<file path="src/rtl/mult_share_ctrl_pkg.sv">
// Shared definitions for the two-requester shift-add multiplier controller:
// FSM encoding, requester IDs and the default operand width.
package mult_share_ctrl_pkg;

    localparam int DEFAULT_N = 6;

    localparam logic REQ0 = 1'b0;
    localparam logic REQ1 = 1'b1;

    typedef enum logic [1:0] {
        ST_IDLE = 2'd0,
        ST_RUN  = 2'd1,
        ST_DONE = 2'd2
    } state_t;

endpackage

</file>
<file path="src/rtl/mult_share_ctrl_if.sv">
// Requester/consumer handshake bundle for mult_share_ctrl; the master drives
// operands and accepts results, the slave is the controller itself.
interface mult_share_ctrl_if
    import mult_share_ctrl_pkg::*;
#(
    parameter int N = DEFAULT_N
);

    logic           req0_valid;
    logic           req0_ready;
    logic [N-1:0]   req0_a;
    logic [N-1:0]   req0_b;

    logic           req1_valid;
    logic           req1_ready;
    logic [N-1:0]   req1_a;
    logic [N-1:0]   req1_b;

    logic           res_valid;
    logic           res_ready;
    logic [2*N-1:0] res_product;
    logic           res_id;

    modport master (
        output req0_valid, req0_a, req0_b,
        output req1_valid, req1_a, req1_b,
        output res_ready,
        input  req0_ready, req1_ready,
        input  res_valid, res_product, res_id
    );

    modport slave (
        input  req0_valid, req0_a, req0_b,
        input  req1_valid, req1_a, req1_b,
        input  res_ready,
        output req0_ready, req1_ready,
        output res_valid, res_product, res_id
    );

endinterface

</file>
<file path="src/rtl/mult_share_ctrl_datapath.sv">
// Right-shift shift-add multiplier datapath: operand registers, accumulator and
// iteration counter, sequenced by load/step from the controller.
module seq_mult_datapath
    import mult_share_ctrl_pkg::*;
#(
    parameter int N = DEFAULT_N
) (
    input  logic           Clock,
    input  logic           Resetn,
    input  logic           i_load,
    input  logic           i_step,
    input  logic [N-1:0]   i_a,
    input  logic [N-1:0]   i_b,
    output logic [2*N-1:0] o_acc,
    output logic           o_last
);

    localparam int CW = $clog2(N + 1);

    logic [N-1:0]   r_a;
    logic [N-1:0]   r_b;
    logic [2*N-1:0] r_acc;
    logic [CW-1:0]  r_cnt;
    logic [N:0]     w_sum;

    // The sum keeps its carry bit so the right shift never loses it.
    always_comb begin
        w_sum = {1'b0, r_acc[2*N-1:N]} + (r_b[0] ? {1'b0, r_a} : {(N+1){1'b0}});
    end

    always_ff @(posedge Clock or negedge Resetn) begin
        if (!Resetn) begin
            r_a   <= '0;
            r_b   <= '0;
            r_acc <= '0;
            r_cnt <= '0;
        end else if (i_load) begin
            r_a   <= i_a;
            r_b   <= i_b;
            r_acc <= '0;
            r_cnt <= CW'(N);
        end else if (i_step) begin
            r_acc <= {w_sum, r_acc[N-1:1]};
            r_b   <= r_b >> 1;
            r_cnt <= r_cnt - 1'b1;
        end
    end

    assign o_acc  = r_acc;
    assign o_last = (r_cnt == CW'(1));

endmodule

</file>
<file path="src/rtl/mult_share_ctrl.sv">
// Round-robin arbiter and sequencing FSM sharing one shift-add multiplier
// between two requesters; the product is held with its owner's ID until taken.
module mult_share_ctrl
    import mult_share_ctrl_pkg::*;
#(
    parameter int N = DEFAULT_N
) (
    input  logic          Clock,
    input  logic          Resetn,
    mult_share_ctrl_if.slave bus,
    output logic          busy
);

    state_t         r_state;
    logic           r_lastServed;
    logic           r_resValid;
    logic           r_resId;
    logic           r_busy;

    logic           w_win;
    logic           w_handshake;
    logic           w_step;
    logic           w_last;
    logic [N-1:0]   w_a;
    logic [N-1:0]   w_b;
    logic [2*N-1:0] w_acc;

    // On a tie the requester that was not served last wins.
    always_comb begin
        w_win = REQ0;
        if (bus.req0_valid && bus.req1_valid) begin
            w_win = ~r_lastServed;
        end else if (bus.req1_valid) begin
            w_win = REQ1;
        end
    end

    assign w_handshake    = (r_state == ST_IDLE) && (bus.req0_valid || bus.req1_valid);
    assign w_step         = (r_state == ST_RUN);
    assign w_a            = (w_win == REQ1) ? bus.req1_a : bus.req0_a;
    assign w_b            = (w_win == REQ1) ? bus.req1_b : bus.req0_b;
    assign bus.req0_ready = w_handshake && (w_win == REQ0);
    assign bus.req1_ready = w_handshake && (w_win == REQ1);

    seq_mult_datapath #(.N(N)) u_datapath (
        .Clock  (Clock),
        .Resetn (Resetn),
        .i_load (w_handshake),
        .i_step (w_step),
        .i_a    (w_a),
        .i_b    (w_b),
        .o_acc  (w_acc),
        .o_last (w_last)
    );

    always_ff @(posedge Clock or negedge Resetn) begin
        if (!Resetn) begin
            r_state      <= ST_IDLE;
            r_lastServed <= REQ1;
            r_resValid   <= 1'b0;
            r_resId      <= REQ0;
            r_busy       <= 1'b0;
        end else begin
            case (r_state)
                ST_IDLE: begin
                    if (w_handshake) begin
                        r_state      <= ST_RUN;
                        r_resId      <= w_win;
                        r_lastServed <= w_win;
                        r_busy       <= 1'b1;
                    end
                end
                ST_RUN: begin
                    if (w_last) begin
                        r_state    <= ST_DONE;
                        r_resValid <= 1'b1;
                    end
                end
                ST_DONE: begin
                    if (bus.res_ready) begin
                        r_state    <= ST_IDLE;
                        r_resValid <= 1'b0;
                        r_busy     <= 1'b0;
                    end
                end
                default: begin
                    r_state <= ST_IDLE;
                end
            endcase
        end
    end

    assign bus.res_valid   = r_resValid;
    assign bus.res_product = w_acc;
    assign bus.res_id      = r_resId;
    assign busy            = r_busy;

endmodule

</file>
<file path="src/flat_wrapper.sv">
// flat-port wrapper written by rule: the top's interface ports become plain ports
module mult_share_ctrl_flat import mult_share_ctrl_pkg::*;
#(
    parameter int N = DEFAULT_N
)
  (Clock, Resetn, busy, bus_req0_valid, bus_req0_a, bus_req0_b, bus_req1_valid, bus_req1_a, bus_req1_b, bus_res_ready, bus_req0_ready, bus_req1_ready, bus_res_valid, bus_res_product, bus_res_id);
  mult_share_ctrl_if #(.N(N)) bus_i ();
  input  logic Clock;
  input  logic Resetn;
  output logic busy;
  input wire logic [$bits(bus_i.req0_valid)-1:0] bus_req0_valid;
  input wire logic [$bits(bus_i.req0_a)-1:0] bus_req0_a;
  input wire logic [$bits(bus_i.req0_b)-1:0] bus_req0_b;
  input wire logic [$bits(bus_i.req1_valid)-1:0] bus_req1_valid;
  input wire logic [$bits(bus_i.req1_a)-1:0] bus_req1_a;
  input wire logic [$bits(bus_i.req1_b)-1:0] bus_req1_b;
  input wire logic [$bits(bus_i.res_ready)-1:0] bus_res_ready;
  output wire logic [$bits(bus_i.req0_ready)-1:0] bus_req0_ready;
  output wire logic [$bits(bus_i.req1_ready)-1:0] bus_req1_ready;
  output wire logic [$bits(bus_i.res_valid)-1:0] bus_res_valid;
  output wire logic [$bits(bus_i.res_product)-1:0] bus_res_product;
  output wire logic [$bits(bus_i.res_id)-1:0] bus_res_id;
  assign bus_i.req0_valid = bus_req0_valid;
  assign bus_i.req0_a = bus_req0_a;
  assign bus_i.req0_b = bus_req0_b;
  assign bus_i.req1_valid = bus_req1_valid;
  assign bus_i.req1_a = bus_req1_a;
  assign bus_i.req1_b = bus_req1_b;
  assign bus_i.res_ready = bus_res_ready;
  assign bus_req0_ready = bus_i.req0_ready;
  assign bus_req1_ready = bus_i.req1_ready;
  assign bus_res_valid = bus_i.res_valid;
  assign bus_res_product = bus_i.res_product;
  assign bus_res_id = bus_i.res_id;
  mult_share_ctrl #(.N(N)) u_core (.Clock(Clock), .Resetn(Resetn), .bus(bus_i), .busy(busy));
endmodule
</file>
<file path="config.mk">
export PLATFORM = sky130hd
export DESIGN_NAME = mult_share_ctrl_flat
export DESIGN_NICKNAME = d
export VERILOG_FILES = /design/src/rtl/mult_share_ctrl_pkg.sv /design/src/rtl/mult_share_ctrl_if.sv /design/src/rtl/mult_share_ctrl_datapath.sv /design/src/rtl/mult_share_ctrl.sv /design/src/flat_wrapper.sv
export SDC_FILE = /design/constraint.sdc
export NUM_CORES = 1
export LEC_CHECK = 0
export BUFFER_PORTS_ARGS = -buffer_cell sky130_fd_sc_hd__buf_4
export CORE_UTILIZATION = 54
export CTS_BUF_LIST = sky130_fd_sc_hd__clkbuf_2
export CTS_CLUSTER_DIAMETER = 150
export DETAILED_ROUTE_END_ITERATION = 8
export GPL_TIMING_DRIVEN = 0
export PLACE_DENSITY_LB_ADDON = 0.1
export SYNTH_ARGS = -nofsm -noshare
export SYNTH_HDL_FRONTEND = slang
export SYNTH_SLANG_ARGS = --single-unit
</file>
<file path="constraint.sdc">
create_clock -name Clock -period 2.35 [get_ports Clock]
set_clock_uncertainty 0.05 [all_clocks]
set_input_delay 0 -clock Clock [delete_from_list [all_inputs] [get_ports Clock]]
set_output_delay 0 -clock Clock [all_outputs]
set_load 0.05 [all_outputs]
</file>
Word-level counts from Yosys, hierarchy flattened
Cells that the tools add are included.

Logic and storage cells: 52. Output and inout bits: 17. Input bits: 29. Register bits after elaboration: 33.

Reduce and logical (&&, ||, !) cells: 13. Add/subtract/negate cells: 2. Equal/unequal tests: 6. Muxes and demuxes: 20. Bitwise logic cells: 2.

Operator list (count): $mux 6 (5); $mux 12 (2); $reduce_and 3->1 (3); $add 6x7->7 (1); $mux 2 (3); $mux 3 (2); $pmux 2 s3 (1); $reduce_bool 2->1 (3); $mux 1 (5); $logic_and 1x1->1 (4); $ne 2x1->1 const B (2); $pmux 1 s2 (2); $eq 3x1->1 const B (1); $sub 3x1->3 const B (1); $eq 2x1->1 const B (1); $eq 2x2->1 const B (1); $logic_not 2->1 (1); $ne 2x2->1 const B (1); $not 1->1 (2); $reduce_and 2->1 (1); $logic_or 1x1->1 (1).

Depth between registers and ports, before layout
Gate-level depths: netlist of the first run.

Depth after elaboration: 4. Depth in mapped cells: 8. Mapped depth without buffers: 8.

Hierarchy
From an unflattened synthesis of the first run, not the netlist that was laid out.

Cell total of the unflattened synthesis: 178. Area total of the unflattened synthesis: 1914.3 µm².

By module, submodules not included: seq_mult_datapath (cells an instance 136, seq. area each 675.6 µm², instances 1, area each 1425.1 µm²); mult_share_ctrl (cells an instance 42, seq. area each 151.4 µm², instances 1, area each 489.2 µm²).

Worst setup path before layout of the first run
OpenSTA, ideal clock, no wires.

Path type: flip-flop to flip-flop. Start point: register u_core.u_datapath.r_acc[6] (netlist: u_core.u_datapath.o_acc[6]). End point: register u_core.u_datapath.r_acc[9] (netlist: u_core.u_datapath.o_acc[9]). Setup slack: 0.367 ns. Required time: 2.178 ns. Arrival time: 1.811 ns. Setup time: 0.122 ns. Cell stages (with the launch flop): 8. Clock period less this slack: 1.983 ns. Buffers on the path: 0. Cells stage by stage: dfrtp_1 > ha_1 > inv_1 > fa_1 > nand2b_1 > a21oi_1 > xnor2_1 > o21ai_1.

Cells in the longest elaborated chain, start to end: 3.

Ends and longest elaborated chain: start: declaration (line mult_share_ctrl_datapath.sv:22) `logic [2*N-1:0] r_acc;`; start signal: assignment (line mult_share_ctrl_datapath.sv:43) `r_acc <= {w_sum, r_acc[N-1:1]};`; $add 6x7->7 (line mult_share_ctrl_datapath.sv:28) `w_sum = {1'b0, r_acc[2*N-1:N]} + (r_b[0] ? {1'b0, r_a} : {(N+1){1'b0}});`; $mux 12 (line mult_share_ctrl_datapath.sv:42) `end else if (i_step) begin`; $mux 12 (line mult_share_ctrl_datapath.sv:37) `end else if (i_load) begin`.

Every way passes these cells. The select of a mux whose other input is x is not followed. A chain may end at the register's enable or synchronous reset.

Worst setup path after layout of the first run
Start point: register u_core.r_state[1]. End point: register u_core.u_datapath.r_a[0].

Cells in the longest elaborated chain, start to end: 2.

Ends and longest elaborated chain: start: declaration (line mult_share_ctrl.sv:14) `state_t r_state;`; start signal: assignment (line mult_share_ctrl.sv:58) `r_state <= ST_IDLE;`; start signal: assignment (line mult_share_ctrl.sv:67) `r_state <= ST_RUN;`; start signal: assignment (line mult_share_ctrl.sv:75) `r_state <= ST_DONE;`; $logic_not 2->1 (line mult_share_ctrl.sv:38) `assign w_handshake = (r_state == ST_IDLE) && (bus.req0_valid || bus.req1_valid);`; $logic_and 1x1->1 (line mult_share_ctrl.sv:38); end signal: assignment (line mult_share_ctrl_datapath.sv:38) `r_a <= i_a;`; end: declaration (line mult_share_ctrl_datapath.sv:20) `logic [N-1:0] r_a;`.

Every way passes these cells.

==> impl_metrics.env, run 1 <==
export IMPL_n_fill_cell=166
export IMPL_core_sq_um=2850
export IMPL_placementRows=19
export IMPL_max_slew_margin_rel_pct=67.0
export IMPL_ys_seq_elements=33
export IMPL_finalHoldViolCount=0
export IMPL_dp_hpwl_mm=2.60
export IMPL_setup_viol=0
export IMPL_drv_cap=0
export IMPL_tightest_slew_ns=0.495
export IMPL_worst_setup_path_start_kind="flop"
export IMPL_antenna_found_initial=0
export IMPL_antenna_cells=0
export IMPL_grt_max_degree=34
export IMPL_clockBufferDepth=2
export IMPL_postSynthAreaPerCell_sq_um=9.58
export IMPL_hp_class="input pin to asynchronous set/reset pin"
export IMPL_rsz0062_at_grt="false"
export IMPL_track_usage_pct=28.7
export IMPL_fin_cells=285
export IMPL_syn2layout_area_growth_pct=41.8
export IMPL_critPathCaptureType="flop"
export IMPL_routedWlPerCell_microns=15.1
export IMPL_clock_sinks=33
export IMPL_routed_via_count=1591
export IMPL_numCtsBuffers=5
export IMPL_maxSlewViolCount=0
export IMPL_violations="DRC"
export IMPL_power_leakage_nw=1.20
export IMPL_cts_tree="built"
export IMPL_nNetsFinal=291
export IMPL_grt_pass1_wl_mm=7.09
export IMPL_root_buffer="clkbuf_2"
export IMPL_setup_tns_ns=0
export IMPL_overflow=0
export IMPL_die_x_microns=57.7
export IMPL_ys_flop_type="dfrtp_1"
export IMPL_synth_seq_area_share_pct=49.3
export IMPL_final_core_util_pct=83.3
export IMPL_ys_warn_count=0
export IMPL_drc_errors=5
export IMPL_crit_arrival_ns=2.35
export IMPL_syn_nets=213
export IMPL_totalWireLength_mm=4.30
export IMPL_hold_slack_ns=0.000513
export IMPL_ant_nets=0
export IMPL_regArea_sq_um=827
export IMPL_cts_setup_buffers=0
export IMPL_clk_latency_ns=0.40
export IMPL_chipHeight_microns=57.7
export IMPL_multi_input_area_sq_um=742
export IMPL_async_reset_ff_share_pct=100
export IMPL_place_congestion=0.790
export IMPL_period_minus_slack_ns=2.11
export IMPL_synth_cell_types=33
export IMPL_drtIter0Drc=127
export IMPL_crit_required_ns=2.59
export IMPL_port_buffers=45
export IMPL_critical_path_class="flop to flop"
export IMPL_dieArea_sq_um=3330
export IMPL_clkTransAtPathRegs_ns=0.19
export IMPL_drt_pre_antenna_iters=6
export IMPL_drive_above_1_share_pct=25.2
export IMPL_synth_edff_count=0
export IMPL_clock_fmax_mhz=475
export IMPL_cp_max_fo=10
export IMPL_htree_levels=2
export IMPL_via_per_inst=5.58
export IMPL_p_per_area_nw_per_um2=1270
export IMPL_outcome="finished, violations left"
export IMPL_initial_core_util_pct=58.8
export IMPL_grt_pass1_vias=1599
export IMPL_vdd_drop_max_uv=972
export IMPL_syn_area_sq_um=1680
export IMPL_post_route_period_util_pct=89.6
export IMPL_dpl_cell_count=251
export IMPL_pin_count=46
export IMPL_synthCells=175
-- worst max-delay path: stages (launching register included) --
cell           delay, ns
dfrtp_1             0.49
nor2_2              0.14
o21ai_0             0.12
clkbuf_1            0.26
a222oi_1            0.34
dlygate4sd3_1       0.59
inv_1               0.04
-- repair_timing --
| action | CTS | global route |
|---|---|---|
| resized for setup | 0 | 0 |
| hold endpoints to repair | 48 | 0 |
| hold buffers | 26 | 0 |
-- layout make-up --
cell class | count | area share, %
buffer | 10 | 2.79
clock buffer | 6 | 1.26
clock inverter | 2 | 1.42
inverter | 11 | 1.74
multi-input combinational | 121 | 31.2
sequential | 33 | 34.8
tap | 31 | 1.63
timing repair buffer | 71 | 25.2
-- routing by layer --
| metal | vias to the layer above | GRT usage [%] | part of all wire (%) |
|---|---|---|---|
| li1 | 756 | - | - |
| met1 | 772 | 34.1 | 43 |
| met2 | 53 | 51.3 | 50 |
| met3 | 10 | 7.81 | 5.8 |
| met4 | 0 | 8.16 | 1.5 |
| met5 | - | 0 | 0 |
-- report_power, final --
part | internal, W | switching (W) | total (W) | leakage, nW
sequential | 0.000805 | 0.000175 | 0.000980 | 0.407
clock | 0.000182 | 0.000198 | 0.000380 | 0.0406
combinational | 0.000714 | 0.000949 | 0.00166 | 0.749
-- worst paths after layout --
| path | startpoint | endpoint | slack (ns) | cells after the start |
|---|---|---|---|---|
| min | Resetn | u_core.u_datapath.r_a[5] | 0.0005 | 2 |
| max in group asynchronous | Resetn | u_core.r_lastServed | 1.89 | 2 |
| min reg2reg | u_core.bus.res_id | u_core.bus.res_id | 0.46 | 1 |
| max | u_core.r_state[1] | u_core.u_datapath.r_a[0] | 0.24 | 6 |
| max reg2reg | u_core.r_state[1] | u_core.u_datapath.r_a[0] | 0.24 | 6 |
| min in group Clock | bus_req0_valid | u_core.busy | 0.13 | 4 |
-- cell families (layout without fill, tap and decap cells) --
family                   after synthesis  after routing  synth area share, %
AO/OA/AOI/OAI                         44             44                 16.9
buffers and inverters                 21            100                 6.42
AND/OR/NAND/NOR                       64             64                 18.1
XOR/XNOR                               4              4                 2.09
adder cells (fa/ha/maj)                9              9                 7.16
flip-flops                            33             33                 49.3
-- synth_stat cells (all sizes together) (3+ instances only) --
cell,n,share of area [%]
a222oi,7,4.2
xnor2,3,1.6
a21oi,12,3.6
ha,8,6.0
buf,8,3.5
inv,11,2.5
and3,3,1.4
and2,5,1.9
o21ai,14,4.2
nand3,8,2.4
nand2b,3,1.1
a22oi,5,2.2
nand2,28,6.3
dfrtp,32,48
nor2,11,2.6
-- layout by cell type (no fill, tap or decap), types with 2 or more instances in the layout --
cell / n
ha_1: 8
nand3_1: 8
a211oi_1: 2
buf_6: 3
xnor2_1: 3
a22oi_1: 5
clkbuf_2: 6
buf_2: 5
inv_1: 11
and2_1: 5
nor2_1: 10
o21ai_1: 6
dlygate4sd3_1: 26
buf_4: 45
o21ai_0: 8
nand2_1: 28
dfrtp_1: 32
clkbuf_1: 2
nand2b_1: 3
a222oi_1: 7
and3_1: 2
a21oi_1: 12
a21o_1: 2
-- through the flow --
step / total power, W / setup slack, ns / cell area [sq um]
after CTS: 0.00300 / 0.317 / 2380
after floorplan: 0.00200 / 0.367 / 1680
final: 0.00302 / 0.245 / 2380
after global placement: 0.00235 / 0.438 / 2050
after detailed placement: 0.00242 / 0.345 / 2050
after global routing: 0.00322 / 0.109 / 2380
-- sequential cells by signal, indices dropped and copies added, names as in the netlist --
name	count
u_core.bus.res_id	1
u_core.bus.res_valid	1
u_core.busy	1
u_core.r_lastServed	1
u_core.r_state	2
u_core.u_datapath.o_acc	12
u_core.u_datapath.r_a	6
u_core.u_datapath.r_b	6
u_core.u_datapath.r_cnt	3
(Power assumes the default switching activity.)
==> run 2, diff against run 1 <==
--- a/config.mk
+++ b/config.mk
@@ -6,7 +6,7 @@
 export NUM_CORES = 1
 export LEC_CHECK = 0
 export BUFFER_PORTS_ARGS = -buffer_cell sky130_fd_sc_hd__buf_4
-export CORE_UTILIZATION = 54
+export CORE_UTILIZATION = 41
 export CTS_BUF_LIST = sky130_fd_sc_hd__clkbuf_2
 export CTS_CLUSTER_DIAMETER = 150
 export DETAILED_ROUTE_END_ITERATION = 8
==> run 2 against run 1 <==
Against the previous run: setup slack lost 0.026 ns; the flow now finishes without violations; flip-flop and latch count is the same; via count shrank 1.6%; cell count grew 6.0%; critical endpoint is now u_core.u_datapath.r_a[3]; count of clock-buffer cells in the layout grew 2; fmax shrank 1.2%; register-to-register slack lost 0.03 ns.
==> impl_metrics.env, run 2 (synthesized netlist as in run 1, its figures left out) <==
export IMPL_outcome="complete, no violations"
export IMPL_power_leakage_nw=1.19
export IMPL_fin_cells=302
export IMPL_place_congestion=0.702
export IMPL_die_x_microns=65.9
export IMPL_routed_via_count=1566
export IMPL_drtIter0Drc=82
export IMPL_dpl_cell_count=268
export IMPL_hp_class="input pin to asynchronous set/reset pin"
export IMPL_crit_arrival_ns=2.38
export IMPL_crit_required_ns=2.60
export IMPL_largest_reg_flops=12
export IMPL_cp_max_fo=10
export IMPL_port_buffers=45
export IMPL_syn2layout_area_growth_pct=41.6
export IMPL_drive_above_1_share_pct=25.6
export IMPL_setup_viol=0
export IMPL_drc_errors=0
export IMPL_initial_core_util_pct=44.1
export IMPL_critical_path_class="flop to flop"
export IMPL_maxSlewViolCount=0
export IMPL_p_per_area_nw_per_um2=1220
export IMPL_numCtsBuffers=5
export IMPL_pin_count=46
export IMPL_p_total_w=0.00289
export IMPL_postCtsHoldBufs=26
export IMPL_totalWireLength_mm=4.23
export IMPL_finalWorstSetupSlack_ns=0.218
export IMPL_grt_pass1_wl_mm=7.06
export IMPL_hold_slack_ns=0.0324
export IMPL_htree_levels=2
export IMPL_via_per_inst=5.19
export IMPL_post_route_period_util_pct=90.7
export IMPL_track_usage_pct=21.9
export IMPL_chipHeight_microns=65.9
export IMPL_placementRows=22
export IMPL_rsz0062_at_grt="false"
export IMPL_tightest_slew_ns=0.522
export IMPL_period_minus_slack_ns=2.13
export IMPL_setup_tns_ns=0
export IMPL_cts_repair_resized=0
export IMPL_root_buffer="clkbuf_2"
export IMPL_layout_common_cells="buf_4 (45), dfrtp_1 (32), nand2_1 (28)"
export IMPL_antenna_found_initial=0
export IMPL_finalHoldViolCount=0
export IMPL_critPathCaptureType="flop"
export IMPL_clock_sinks=33
export IMPL_clockBufferDepth=2
export IMPL_routedWlPerCell_microns=14.0
export IMPL_nNetsFinal=291
export IMPL_grt_pass1_vias=1577
export IMPL_clock_fmax_mhz=469
export IMPL_final_common_cell="buf_4"
export IMPL_overflow=0
export IMPL_worst_setup_path_start_kind="flop"
export IMPL_drt_pre_antenna_iters=4
export IMPL_clkTransAtPathRegs_ns=0.17
export IMPL_max_slew_margin_rel_pct=65.2
export IMPL_cts_tree="built"
export IMPL_dp_hpwl_mm=2.85
export IMPL_ant_nets=0
export IMPL_place_ws_ns=0.401
export IMPL_cts_setup_buffers=0
export IMPL_drv_cap=0
export IMPL_dieArea_sq_um=4350
export IMPL_vdd_drop_max_uv=589
export IMPL_r2r_setup_slack_ns=0.22
export IMPL_core_sq_um=3800
export IMPL_grt_max_degree=34
export IMPL_antenna_cells=0
export IMPL_clk_latency_ns=0.38
## run 2: changes by cell type in the layout (fill, tap and decap cells not counted), sizes merged
cell    previous run  this run
clkinv             1         0
clkbuf             8        10
bufinv             1         0
## run 2: critical path, cell delays in order (launching register included)
cell	delay, ns
dfrtp_1	0.49
nor2_2	0.14
o21ai_0	0.11
clkbuf_1	0.27
a222oi_1	0.35
dlygate4sd3_1	0.60
inv_1	0.05
## run 2: path summary, 6_finish.rpt
kind / depth (start not counted) / to / startpoint
worst max-delay path: 6 / u_core.u_datapath.r_a[3] / u_core.r_state[1]
worst min-delay path: 2 / u_core.u_datapath.o_acc[11] / Resetn
worst max register to register: 6 / u_core.u_datapath.r_a[3] / u_core.r_state[1]
worst min register to register: 2 / u_core.u_datapath.r_b[5] / u_core.u_datapath.r_b[5]
max in group asynchronous: 2 / u_core.r_lastServed / Resetn
min in group Clock: 4 / u_core.busy / bus_req0_valid
## run 2: area by class of cell
type / count / area, sq um
Sequential cell: 33 / 827
Fill cell: 338 / 1420
Buffer: 10 / 66.3
Multi-Input combinational cell: 121 / 742
Timing Repair Buffer: 71 / 598
Clock buffer: 8 / 40.0
Tap cell: 48 / 60.1
Inverter: 11 / 41.3
## run 2: routing by layer
layer  vias to the layer above  wire length, microns  GRT usage [%]
met5                         -                     0              0
met4                         0                    65           9.57
met3                         7                   256           4.14
met2                        56                  2040           37.5
met1                       746                  1870           26.7
li1                        757                     -              -
## run 2: through the flow
step	area (sq um)	utilization, %
global route	2370	62.5
CTS	2370	62.5
detailed placement	2070	54.6
finish	2370	62.5
floorplan	1680	-
global placement	2070	54.6
## run 2: power by group
| group | internal (W) | total [W] | switching, W |
|---|---|---|---|
| clock network | 0.0000878 | 0.000275 | 0.000187 |
| logic | 0.000710 | 0.00164 | 0.000932 |
| registers | 0.000805 | 0.000971 | 0.000166 |
| total | 0.00160 | 0.00289 | 0.00129 |
==> run 3, diff against run 2 <==
--- a/config.mk
+++ b/config.mk
@@ -8,10 +8,11 @@
 export BUFFER_PORTS_ARGS = -buffer_cell sky130_fd_sc_hd__buf_4
 export CORE_UTILIZATION = 41
 export CTS_BUF_LIST = sky130_fd_sc_hd__clkbuf_2
-export CTS_CLUSTER_DIAMETER = 150
 export DETAILED_ROUTE_END_ITERATION = 8
 export GPL_TIMING_DRIVEN = 0
+export MAX_ROUTING_LAYER = met4
 export PLACE_DENSITY_LB_ADDON = 0.1
 export SYNTH_ARGS = -nofsm -noshare
 export SYNTH_HDL_FRONTEND = slang
 export SYNTH_SLANG_ARGS = --single-unit
+export TNS_END_PERCENT = 1
==> run 3 against run 2 <==
Against the previous run: via count increased by 1.1%; non-clock buffer count unchanged; count of clock-buffer cells in the layout unchanged; clock power is essentially flat; critical endpoint unchanged; largest power group unchanged; wire length increased by 0.17%; design area unchanged; setup slack worse by 0.020 ns; sequential power hardly changed; register-to-register slack worse by 0.02 ns; hold slack worse by 0.0032 ns; critical path depth unchanged; cell count stayed put.
==> impl_metrics.env, run 3 (synthesized netlist as in run 1, its figures left out) <==
export IMPL_placementRows=22
export IMPL_outcome="complete, no violations"
export IMPL_critPathCaptureType="flop"
export IMPL_drive_above_1_share_pct=25.6
export IMPL_clock_sinks=33
export IMPL_chipHeight_microns=65.9
export IMPL_crit_required_ns=2.60
export IMPL_numCtsBuffers=5
export IMPL_post_route_period_util_pct=91.6
export IMPL_period_minus_slack_ns=2.15
export IMPL_via_per_inst=5.24
export IMPL_antenna_cells=0
export IMPL_fin_cells=302
export IMPL_final_common_cell="buf_4"
export IMPL_crit_arrival_ns=2.40
export IMPL_clock_fmax_mhz=465
export IMPL_drtIter0Drc=93
export IMPL_p_per_area_nw_per_um2=1220
export IMPL_place_congestion=0.710
export IMPL_clk_latency_ns=0.38
export IMPL_drc_errors=0
export IMPL_setup_tns_ns=0
export IMPL_cts_repair_resized=0
export IMPL_drv_cap=0
export IMPL_dpl_cell_count=268
export IMPL_setup_viol=0
export IMPL_largest_reg_flops=12
export IMPL_core_sq_um=3800
export IMPL_routed_via_count=1583
export IMPL_pin_count=46
export IMPL_maxSlewViolCount=0
export IMPL_die_x_microns=65.9
export IMPL_max_slew_margin_rel_pct=65.4
export IMPL_clockBufferDepth=2
export IMPL_layout_common_cells="buf_4 (45), dfrtp_1 (32), nand2_1 (28)"
export IMPL_dp_hpwl_mm=2.85
export IMPL_power_leakage_nw=1.19
export IMPL_nNetsFinal=291
export IMPL_dieArea_sq_um=4350
export IMPL_grt_max_degree=34
export IMPL_overflow=0
export IMPL_cts_tree="built"
export IMPL_grt_pass1_wl_mm=7.02
export IMPL_port_buffers=45
export IMPL_vdd_drop_max_uv=588
export IMPL_cp_max_fo=10
export IMPL_finalHoldViolCount=0
export IMPL_worst_setup_path_start_kind="flop"
export IMPL_routedWlPerCell_microns=14.0
export IMPL_grt_pass1_vias=1579
export IMPL_track_usage_pct=22.5
export IMPL_root_buffer="clkbuf_2"
export IMPL_p_total_w=0.00289
export IMPL_rsz0062_at_grt="false"
export IMPL_tightest_slew_ns=0.520
export IMPL_clkTransAtPathRegs_ns=0.17
export IMPL_totalWireLength_mm=4.24
export IMPL_htree_levels=2
export IMPL_ant_nets=0
export IMPL_critical_path_class="flop to flop"
export IMPL_hp_class="input pin to asynchronous set/reset pin"
export IMPL_syn2layout_area_growth_pct=41.6
export IMPL_antenna_found_initial=0
export IMPL_drt_pre_antenna_iters=5
export IMPL_initial_core_util_pct=44.1
-- run 3: cell counts in the layout (fill, tap and decap cells not counted) --
No cell type changed its count.
-- run 3: through the flow --
step	util [%]	area, sq um	worst slack (ns)	hold WS, ns
after detailed placement	54.6	2070	0.401	-0.0727
after global routing	62.5	2370	0.0774	0.0535
final	62.5	2370	0.198	0.0292
after floorplan	-	1680	0.367	-0.346
after global placement	54.6	2070	0.409	-0.0825
after CTS	62.5	2370	0.256	0.0449
-- run 3: final cells by class --
class | instances | area, sq um
Fill cell | 338 | 1420
Sequential cell | 33 | 827
Multi-Input combinational cell | 121 | 742
Timing Repair Buffer | 71 | 598
Buffer | 10 | 66.3
Tap cell | 48 | 60.1
Inverter | 11 | 41.3
Clock buffer | 8 | 40.0
-- run 3: routing by layer --
metal	global-route usage, %	vias up	part of all wire (%)
met5	-	-	0
met4	9.57	0	1.4
met3	4.14	7	6.2
met2	37.9	56	49
met1	26.4	762	44
li1	-	758	-
-- run 3: worst paths after layout --
path	startpoint	slack (ns)	cells past startpoint	end
max	u_core.r_state[1]	0.20	6	u_core.u_datapath.r_a[3]
min	Resetn	0.03	2	u_core.u_datapath.o_acc[9]
max reg2reg	u_core.r_state[1]	0.20	6	u_core.u_datapath.r_a[3]
min reg2reg	u_core.u_datapath.r_b[5]	0.45	2	u_core.u_datapath.r_b[5]
max in group asynchronous	Resetn	1.88	2	u_core.r_lastServed
min in group Clock	bus_req0_valid	0.13	4	u_core.busy
-- run 3: critical path: stages (launching register included) --
cell	delay [ns]
dfrtp_1	0.49
nor2_2	0.14
o21ai_0	0.11
clkbuf_1	0.27
a222oi_1	0.36
dlygate4sd3_1	0.60
inv_1	0.05
-- run 3: repair_timing --
item	in CTS	in global routing
setup buffers	0	0
hold endpoints to repair	48	0
hold buffers	26	0
-- run 3: power by group --
part | total [W] | leakage, nW | switching, W | internal [W]
clock network | 0.000277 | 0.0332 | 0.000189 | 0.0000878
logic | 0.00164 | 0.749 | 0.000931 | 0.000710
registers | 0.000972 | 0.407 | 0.000167 | 0.000805
